--- src/rtl/comparator_pkg.sv ---
// Shared types and result encodings for the
// serial magnitude comparator controller.
package comparator_pkg;

  typedef enum logic [1:0] {
    IDLE    = 2'd0,
    COMPARE = 2'd1,
    DONE    = 2'd2
  } state_t;

  localparam logic [2:0] RES_LT = 3'b100;
  localparam logic [2:0] RES_EQ = 3'b010;
  localparam logic [2:0] RES_GT = 3'b001;

endpackage

--- src/rtl/comparator_serial_controller_slice.sv ---
// Combinational 2-bit unsigned magnitude compare slice.
// Outputs are forced low while Reset_In is high.
module Comparator_2_Bit (
  input  logic       Reset_In,
  input  logic [1:0] A_In,
  input  logic [1:0] B_In,
  output logic       A_Less_Than_B_Out,
  output logic       A_Equal_To_B_Out,
  output logic       A_Greater_Than_B_Out
);

  always_comb begin
    A_Less_Than_B_Out    = 1'b0;
    A_Equal_To_B_Out     = 1'b0;
    A_Greater_Than_B_Out = 1'b0;
    if (!Reset_In) begin
      A_Less_Than_B_Out    = (A_In < B_In);
      A_Equal_To_B_Out     = (A_In == B_In);
      A_Greater_Than_B_Out = (A_In > B_In);
    end
  end

endmodule

--- src/rtl/comparator_serial_controller.sv ---
// Serial MSB-first magnitude comparator: walks 2-bit slices
// through one shared slice and stops on the first difference.
module comparator_serial_controller
  import comparator_pkg::*;
#(
  parameter int DATA_WIDTH = 8
) (
  input  logic                  Clock_In,
  input  logic                  Reset_In,
  input  logic                  Start_In,
  input  logic [DATA_WIDTH-1:0] Data_A_In,
  input  logic [DATA_WIDTH-1:0] Data_B_In,
  output logic                  Busy_Out,
  output logic                  Done_Out,
  output logic                  A_Less_Than_B_Out,
  output logic                  A_Equal_To_B_Out,
  output logic                  A_Greater_Than_B_Out,
  output logic [$clog2(DATA_WIDTH/2):0] Compare_Count_Out
);

  localparam int NUM_SLICES = DATA_WIDTH / 2;
  localparam int CNT_WIDTH  = $clog2(NUM_SLICES) + 1;
  localparam int IDX_W =
    (NUM_SLICES > 1) ? $clog2(NUM_SLICES) : 1;

  generate
    if ((DATA_WIDTH % 2) != 0 || DATA_WIDTH < 2) begin : g_bad
      $error("DATA_WIDTH must be even and >= 2");
    end
  endgenerate

  state_t                r_state;
  logic [DATA_WIDTH-1:0] r_a;
  logic [DATA_WIDTH-1:0] r_b;
  logic [IDX_W-1:0]      r_idx;
  logic [CNT_WIDTH-1:0]  r_cnt;
  logic [2:0]            r_res;
  logic                  r_busy;
  logic                  r_done;

  logic [DATA_WIDTH-1:0] w_a_sh;
  logic [DATA_WIDTH-1:0] w_b_sh;
  logic [1:0]            w_a_slice;
  logic [1:0]            w_b_slice;
  logic                  w_lt;
  logic                  w_eq;
  logic                  w_gt;

  assign w_a_sh    = r_a >> {r_idx, 1'b0};
  assign w_b_sh    = r_b >> {r_idx, 1'b0};
  assign w_a_slice = w_a_sh[1:0];
  assign w_b_slice = w_b_sh[1:0];

  Comparator_2_Bit u_slice (
    .Reset_In             (Reset_In),
    .A_In                 (w_a_slice),
    .B_In                 (w_b_slice),
    .A_Less_Than_B_Out    (w_lt),
    .A_Equal_To_B_Out     (w_eq),
    .A_Greater_Than_B_Out (w_gt)
  );

  always_ff @(posedge Clock_In) begin
    if (Reset_In) begin
      r_state <= IDLE;
      r_a     <= '0;
      r_b     <= '0;
      r_idx   <= '0;
      r_cnt   <= '0;
      r_res   <= '0;
      r_busy  <= 1'b0;
      r_done  <= 1'b0;
    end else begin
      r_done <= 1'b0;
      unique case (r_state)
        IDLE, DONE: begin
          if (Start_In) begin
            r_a     <= Data_A_In;
            r_b     <= Data_B_In;
            r_idx   <= IDX_W'(NUM_SLICES - 1);
            r_cnt   <= '0;
            r_res   <= '0;
            r_busy  <= 1'b1;
            r_state <= COMPARE;
          end else begin
            r_state <= IDLE;
          end
        end
        COMPARE: begin
          r_cnt <= r_cnt + CNT_WIDTH'(1);
          if (!w_eq) begin
            r_res   <= w_lt ? RES_LT : (w_gt ? RES_GT : 3'b000);
            r_busy  <= 1'b0;
            r_done  <= 1'b1;
            r_state <= DONE;
          end else if (r_idx == '0) begin
            r_res   <= RES_EQ;
            r_busy  <= 1'b0;
            r_done  <= 1'b1;
            r_state <= DONE;
          end else begin
            r_idx <= r_idx - IDX_W'(1);
          end
        end
        default: begin
          r_busy  <= 1'b0;
          r_state <= IDLE;
        end
      endcase
    end
  end

  assign Busy_Out             = r_busy;
  assign Done_Out             = r_done;
  assign A_Less_Than_B_Out    = r_res[2];
  assign A_Equal_To_B_Out     = r_res[1];
  assign A_Greater_Than_B_Out = r_res[0];
  assign Compare_Count_Out    = r_cnt;

endmodule

--- config.mk ---
export PLATFORM = sky130hd
export DESIGN_NAME = comparator_serial_controller
export DESIGN_NICKNAME = d
export VERILOG_FILES = /design/src/rtl/comparator_pkg.sv /design/src/rtl/comparator_serial_controller_slice.sv /design/src/rtl/comparator_serial_controller.sv
export SDC_FILE = /design/constraint.sdc
export NUM_CORES = 1
export LEC_CHECK = 0
export CELL_PAD_IN_SITES_DETAIL_PLACEMENT = 1
export CELL_PAD_IN_SITES_GLOBAL_PLACEMENT = 2
export CORE_ASPECT_RATIO = 1.75
export CORE_UTILIZATION = 29
export CTS_CLUSTER_DIAMETER = 40
export CTS_CLUSTER_SIZE = 12
export DETAILED_ROUTE_END_ITERATION = 6
export GPL_ROUTABILITY_DRIVEN = 0
export PLACE_DENSITY_LB_ADDON = 0.25
export RECOVER_POWER = 25
export SETUP_SLACK_MARGIN = 0.5
export SYNTH_ARGS = -nofsm -noshare
export SYNTH_HDL_FRONTEND = slang
export SYNTH_SLANG_ARGS = --single-unit
--- constraint.sdc ---
create_clock -name Clock_In -period 2.6 [get_ports Clock_In]
set_input_delay 0.52 -clock Clock_In [delete_from_list [all_inputs] [get_ports Clock_In]]
set_output_delay 0.52 -clock Clock_In [all_outputs]
set_load 0.005 [all_outputs]
==> results of run 1 <==
==> cells in the final DEF (no fill, tap or decap) <==
cell             count
a211oi_1             1
a21oi_1             21
a22oi_1              1
a311oi_1             1
and2b_1              1
buf_4                6
bufinv_16            1
clkbuf_1             1
clkbuf_8             3
clkdlybuf4s50_1     25
dfxtp_1             27
dfxtp_4              1
dlygate4sd3_1        1
ha_1                 2
ha_4                 2
inv_1                6
mux4_2               4
nand2_1             36
nand2_4              1
nand2b_4             1
nand3_1              1
nor2_1               6
nor2b_1              2
nor3_1               2
nor3_2               1
nor4_4               1
o21a_1               2
o21ai_0              2
o21ai_1              2
o21bai_1             1
or4b_1               1
xor2_1               1
==> power breakdown <==
part | internal [mW] | switching, mW | total (mW) | leakage (nW)
clock | 0.206 | 0.139 | 0.345 | 0.0357
sequential | 0.458 | 0.0232 | 0.481 | 0.230
combinational | 0.107 | 0.0995 | 0.206 | 0.341
total | 0.771 | 0.262 | 1.03 | 0.607
==> flip-flops by register name, summed over array words and instances, names as in the netlist <==
name               cells
Compare_Count_Out      3
r_b                    8
r_res                  3
r_a                    8
r_state                2
r_idx                  2
Done_Out               1
Busy_Out               1
==> area by class of cell <==
cell class	instances	area, µm²
Clock buffer	3	41.29
Clock inverter	1	30.03
Fill cell	476	2272
Inverter	6	22.52
Multi-Input combinational cell	93	604.3
Sequential cell	28	564.3
Tap cell	48	60.06
Timing Repair Buffer	33	309.0
==> worst max-delay path, cell delays in order (launching register included) <==
cell	delay, ns
dfxtp_4	0.40
mux4_2	0.54
ha_4	0.30
a21oi_1	0.09
or4b_1	0.55
a21oi_1	0.19
==> repair_timing <==
action / 4_1_cts / 5_1_grt
setup endpoints to repair: 6 / 4
pin swaps: 3 / 4
resized for setup: 3 / 2
buffers inserted: 2 / 3
==> how the worst min path moves through the flow <==
stage	start	end	slack, ns	depth (start not counted)
floorplan	r_a[4]	r_a[4]	0.43	2
global placement	r_b[3]	r_b[3]	0.45	2
detailed placement	r_a[0]	r_a[0]	0.45	2
CTS	r_a[5]	r_a[5]	0.48	2
global route	r_b[4]	r_b[4]	0.50	2
finish	r_b[5]	r_b[5]	0.47	2
==> per-layer routing <==
layer  track usage, %  wire (µm)  vias to the layer above
li1                 -          -                      510
met1            15.31       1179                      513
met2            29.33       1714                       16
met3            2.105         55                        4
met4            6.061         48                        0
met5                0          0                        -
==> cell families (layout without fill, tap and decap cells) <==
family                     Yosys count  after routing  share of synthesized area (%)
DFF                                 28             28                          47.21
and+or+nand+nor                     53             53                          21.18
AOI/OAI and AO/OA                   31             31                          14.44
xor gates and xnor gates             1              1                         0.7378
adders and majority gates            4              4                          4.215
buffers and inverters               13             43                          4.636
muxes                                4              4                          7.587
==> run metrics, run 1 <==
# setup viols final=0; I/O pins=27; LEAKAGE=about 0.61 nW; MaxCap Viol Count=0; Final Cell Area=1632 µm²; Max-slew headroom=45.46%; Slew Limit Fails=0; CTS clk-pin slew, worst paths=~0.1 ns; setup ws final=between 0.4 and 0.5 ns; Cells after DPL=just over 200; RSZ-0062 raised after global routing=true; pin count of the biggest net entering global routing=20; FF-to-FF End=r_res[0]; first-pass GRT wire length=a little under 5 mm; Syn Area/Cell=between 8 and 9 µm²; Worst VDD drop=0.0002837 V; CTS hold repair buffers=0; core area=~4000 µm²; FF-to-FF setup slack=between 0.4 and 0.5 ns; Synth area leaders=dfxtp_1 (47%), nand2_1 (12%), a21oi_1 (8.9%); H-tree depth=1; crit path from=r_idx[0]; Cell variety after synth=25; asr flop ratio synth=0%; Num CTS Buffers=3; Synth top area share=between 40% and 50%; Util after Layout=41.79%; Hold WS=between 0.4 and 0.5 ns; crit path to=r_res[0]; Synth area leader=dfxtp_1; total power=1.033 mW; Worst Path Required=about 2.8 ns; vias=~1000; CTS tree=yes; part of the cycle the worst path needs=82.36%; dpl ws=0.3221 ns; die area=4365 µm²; Die Span Y=a little under 90 µm; EDFF count, synth=0; critical path type=register to register; DRT Pass-1 Iters=4; outcome=complete, no violations; # rows=30; Total Wirelength=around 3 mm; Via-to-Cell Ratio=around 4.9; worst slew pin tran=0.8181 ns; # DRC=0; HP Class=register to register; reg2reg start=r_idx[0]; Post-synth top flop=dfxtp_1; #FFs+latches synth=28; top fanout value on the critical path=5; I/O Buffers=26; clock sinks=28; Starting DRT DRC Count=16; vias in the first global route=1051; Max clock buf depth=2; Synthesized Nets=between 150 and 200; CTS root buffer=clkbuf_8; most common cell in the netlist=nand2_1; final worst path period need=about 2.1 ns; cell area after placement=roughly 1500 µm²; clock skew=around 0.011 ns; Antenna Nets Post-Route=0; DP HPWL=between 2 and 2.5 mm; pwr/cell area=633.0 nW/µm²; Non-Filler Instances=between 200 and 250; initial core utilization=between 30% and 40%; drt wl/cell=approximately 14 µm; # diodes=0; Worst Setup End Kind=register; Total Neg Setup Slack=0 ns; Seq/Total Area, Yosys=47.21%; Fmax=around 470 MHz; synthesis-to-finish area growth=37.41%; initial antenna violation count=0; synth cell count leaders=nand2_1 (37), dfxtp_1 (28), a21oi_1 (21); Final Hold Viols=0; Syn Inst Count=between 100 and 150; YS warnings=0; nets=about 190; share of layout cells above drive strength 1=between 10% and 20%; GRT Util Overall=about 15%; worst skew pair latency=~0.28 ns; die width=50.37 µm; Reg2Reg Depth=5; grt ovf=0; worst path arrival time=2.35 ns; crit start category=register; Post-Syn Area=~1200 µm²
Note: power is estimated with default switching activity, not from simulation.
==> run 2, diff against run 1 <==
==> constraint.sdc (replaced) <==
create_clock -name Clock_In -period 2 [get_ports Clock_In]
set_input_delay 0.4 -clock Clock_In [delete_from_list [all_inputs] [get_ports Clock_In]]
set_output_delay 0.4 -clock Clock_In [all_outputs]
set_load 0.005 [all_outputs]
==> run metrics, run 2 (same netlist as run 1, synthesis figures left out) <==
outcome=complete, no violations; grt ovf=0; DRT Pass-1 Iters=2; # setup viols final=0; CTS clk-pin slew, worst paths=0.09 ns; final worst path period need=roughly 2 ns; clock sinks=28; drt wl/cell=~14 µm; most frequent standard cell in the layout excluding fill and tap cells=nand2_1; core area=3904 µm²; DP HPWL=2.262 mm; pin count of the biggest net entering global routing=20; first-pass GRT wire length=5.209 mm; most frequent cells in the layout=nand2_1 (34), dfxtp_1 (26), a21oi_1 (20); top fanout value on the critical path=5; Worst Path Required=~2.2 ns; Critical-path top delay cell=mux4_2; Total Wirelength=roughly 3.0 mm; Fmax=between 500 and 600 MHz; Max-slew headroom=between 70 and 80%; Die Span Y=approximately 87 µm; Antenna Nets Post-Route=0; fillers=477; Worst VDD drop=0.0003739 V; I/O pins=27; # rows=30; pwr/cell area=712.9 nW/µm²; nets=around 200; initial core utilization=a little under a third; clock skew=roughly 0.0013 ns; die width=approximately 50 µm; CP max stage delay=between 0.5 and 0.6 ns; RSZ-0062 raised after global routing=true; Largest regs=r_a (8), r_b (8); crit start category=register; worst slew pin tran=~0.42 ns; reg2reg start=r_idx[0]; vias=around 1000; GRT Util Overall=15.89%; CTS root buffer=clkbuf_8; crit path from=r_idx[0]; share of layout cells above drive strength 1=about 23%; MaxCap Viol Count=0; Hold WS=around 0.46 ns; Via-to-Cell Ratio=4.771; Starting DRT DRC Count=4; die area=approximately 4400 µm²; Slew Limit Fails=0; worst skew pair latency=0.27 ns; dpl ws=-0.05111 ns; # DRC=0; Final Hold Viols=0; HP Class=register to register; LEAKAGE=a little under 0.7 nW; Hold Path Origin=r_a[0]; setup ws final=0.002059 ns; Max clock buf depth=2; worst path cell trace=mux4_2, ha_4, a21oi_1, or4b_1, a21oi_1; critical path type=register to register; Num CTS Buffers=3; H-tree depth=1; CTS tree=yes; Worst Setup End Kind=register; worst path arrival time=2.20 ns; I/O Buffers=26; synthesis-to-finish area growth=43.94%; # diodes=0; vias in the first global route=between 1000 and 1500; initial antenna violation count=0; Critical Path Most Common Cell=a21oi_1; part of the cycle the worst path needs=roughly 100%
[run 2: cell type report]
class | count | area, µm² | area share [%]
Tap cell | 48 | 60.06 | 3.514
Timing Repair Buffer | 40 | 367.9 | 21.52
Multi-Input combinational cell | 93 | 651.9 | 38.14
Sequential cell | 28 | 565.5 | 33.09
Inverter | 6 | 22.52 | 1.318
Clock buffer | 3 | 41.29 | 2.416
[run 2: metal layers]
metal,up-vias,global-route usage (%),part of all wire [%]
met3,2,2.105,2.3
met2,14,32.48,60
met4,0,6.061,0.80
li1,522,-,-
met1,502,15.13,37
met5,-,0,0
[run 2: metrics by stage]
step | cell area, µm² | power [mW] | std cells | setup TNS (ns) | utilization, %
floorplan | 1227 | 0.7989 | 134 | 0 | -
global placement | 1554 | 0.8970 | 207 | 0 | 39.81
detailed placement | 1554 | 0.9077 | 207 | -0.1289 | 39.81
finish | 1709 | 1.219 | 218 | 0 | 43.78
CTS | 1669 | 1.223 | 217 | -0.01978 | 42.76
global route | 1709 | 1.299 | 218 | -0.3471 | 43.78
[run 2: repair_timing]
action | 4_1_cts | 5_1_grt
buffers inserted | 7 | 1
hold buffers | 0 | 0
resized for setup | 19 | 9
pin swaps | 3 | 6
setup endpoints to repair | 16 | 11
[run 2: final timing paths]
| kind | end | slack [ns] | cells past startpoint |
|---|---|---|---|
| setup / recovery | r_res[0] | 0.002 | 5 |
| hold / removal | r_a[0] | 0.46 | 2 |
| setup reg to reg | r_res[0] | 0.002 | 5 |
| hold reg to reg | r_a[0] | 0.46 | 2 |
[run 2: power by group]
group / total [mW] / internal (mW) / switching, mW
logic: 0.297 / 0.152 / 0.145
clock network: 0.297 / 0.135 / 0.162
registers: 0.624 / 0.596 / 0.0284
[run 2: critical path: cells and delay by family, from the launching register on]
family          cells  cell delay, ns
compound gates      2            0.22
mux                 1            0.54
simple gates        1            0.47
fa+ha+maj           1            0.30
flops               1            0.40
==> run 3, diff against run 2 <==
--- a/config.mk
+++ b/config.mk
@@ -8,6 +8,7 @@
 export CELL_PAD_IN_SITES_DETAIL_PLACEMENT = 1
 export CELL_PAD_IN_SITES_GLOBAL_PLACEMENT = 2
 export CORE_ASPECT_RATIO = 1.75
+export CORE_MARGIN = 4
 export CORE_UTILIZATION = 29
 export CTS_CLUSTER_DIAMETER = 40
 export CTS_CLUSTER_SIZE = 12
==> run metrics, run 3 (same netlist as run 1, synthesis figures left out) <==
outcome=complete, but fails checks; failing checks=setup timing; die area=5223 µm²; Via-to-Cell Ratio=4.864; Final Hold Viols=0; Antenna Nets Post-Route=0; Non-Filler Instances=~210; Max clock buf depth=2; top fanout value on the critical path=7; CTS clk-pin slew, worst paths=0.09 ns; Starting DRT DRC Count=5; worst slew pin tran=roughly 0.34 ns; worst path arrival time=~2.2 ns; Hold Path Origin=r_a[0]; most frequent standard cell in the layout excluding fill and tap cells=nand2_1; share of layout cells above drive strength 1=a little over a fifth; worst path cell trace=mux4_2, ha_4, a21oi_2, or4b_1, a21oi_2; Slew Limit Fails=0; I/O Buffers=26; Worst Path Required=around 2.2 ns; RSZ-0062 raised after global routing=true; Crit path buffers/inverters=0; initial antenna violation count=0; Cells after DPL=207; # DRC=0; cell area after placement=roughly 1600 µm²; Critical-path top delay cell=mux4_2; part of the cycle the worst path needs=100.2%; Hold Crit Depth=2; setup ws final=-0.003152 ns; # diodes=0; first-pass GRT wire length=5.347 mm; core area=around 3900 µm²; # setup viols final=1; CTS tree=yes; Critical Path Most Common Cell=a21oi_2; pwr/cell area=roughly 730 nW/µm²; pin count of the biggest net entering global routing=20; Hold WS=between 0.4 and 0.5 ns; initial core utilization=between 30% and 40%; Num CTS Buffers=3; Worst VDD drop=0.0003238 V; HP Class=register to register; CTS root buffer=clkbuf_8; grt ovf=0; total power=around 1.2 mW; family with the most delay on the worst path=multiplexers; die width=roughly 56 µm; # rows=30; CTS hold repair buffers=0; vias in the first global route=approximately 1100; nets=191; GRT Util Overall=12.79%; reg2reg start=r_idx[0]; critical path type=register to register; Final Cell Area=~1700 µm²; most frequent cells in the layout=nand2_1 (34), dfxtp_1 (27), clkdlybuf4s50_1 (19); Worst Setup End Kind=register; DP HPWL=2.315 mm; LEAKAGE=~0.66 nW; Hold Path End=r_a[0]; CP max stage delay=roughly 0.54 ns; Largest regs=r_a (8), r_b (8); crit start category=register; final worst path period need=~2 ns; I/O pins=27; Fmax=499.2 MHz; DRT Pass-1 Iters=2; synthesis-to-finish area growth=40.15%; worst skew pair latency=0.27 ns; fillers=roughly 480; drt wl/cell=14.00 µm; FF-to-FF End=r_res[0]; H-tree depth=1; Total Wirelength=2.995 mm; Die Span Y=~90 µm; FF-to-FF setup slack=-0.003 ns; MaxCap Viol Count=0; dpl ws=-0.05390 ns; Max-slew headroom=between 70% and 80%; clock sinks=28; clock skew=about 0.0021 ns; Reg2Reg Depth=5; vias=1041
-- run 3: tightest hold or removal path: cells and delay by family, from the launching register on --
family	cells	cell delay, ns
flops	1	0.32
simple gates	1	0.05
compound gates	1	0.05
-- run 3: layer usage --
metal | up-vias | GRT usage [%] | wire, µm
li1 | 518 | - | -
met2 | 16 | 24.51 | 1717
met3 | 4 | 1.813 | 79
met5 | - | 0 | 0
met4 | 0 | 5.347 | 56
met1 | 503 | 13.45 | 1142
-- run 3: timing repair --
item / 4_1_cts / 5_1_grt
pin swaps: 4 / 3
cloned: 0 / 0
endpoints found under the setup margin: 16 / 12
gates resized for setup: 20 / 7
setup buffers: 4 / 0
-- run 3: through the flow --
| stage | setup TNS [ns] | util [%] |
|---|---|---|
| 2_1_floorplan | 0 | - |
| 3_3_place_gp | 0 | 39.81 |
| 3_5_place_dp | -0.1437 | 39.81 |
| 4_1_cts | -0.009557 | 42.34 |
| 5_1_grt | -0.2981 | 42.63 |
| 6_report | -0.003152 | 42.63 |
-- run 3: report_power, final --
part	internal (mW)	total [mW]	leakage, nW	switching, mW
registers	0.595	0.625	0.230	0.0293
clock network	0.135	0.296	0.0216	0.161
logic	0.150	0.292	0.408	0.142
-- run 3: layout make-up --
| type | instances | area [µm²] | area share, % |
|---|---|---|---|
| Timing Repair Buffer | 36 | 334.1 | 20.08 |
| Clock buffer | 3 | 41.29 | 2.481 |
| Tap cell | 48 | 60.06 | 3.609 |
| Inverter | 6 | 22.52 | 1.353 |
| Multi-Input combinational cell | 93 | 641.9 | 38.57 |
| Sequential cell | 28 | 564.3 | 33.91 |
-- run 3: worst max path at each step --
| stage | cells after the start | start | to |
|---|---|---|---|
| after floorplan | 6 | r_idx[0] | r_res[0] |
| after global placement | 7 | r_idx[0] | r_idx[1] |
| after detailed placement | 7 | r_idx[0] | r_idx[1] |
| after CTS | 5 | r_idx[0] | r_res[0] |
| after global routing | 7 | r_idx[0] | r_idx[0] |
| final | 5 | r_idx[0] | r_res[0] |
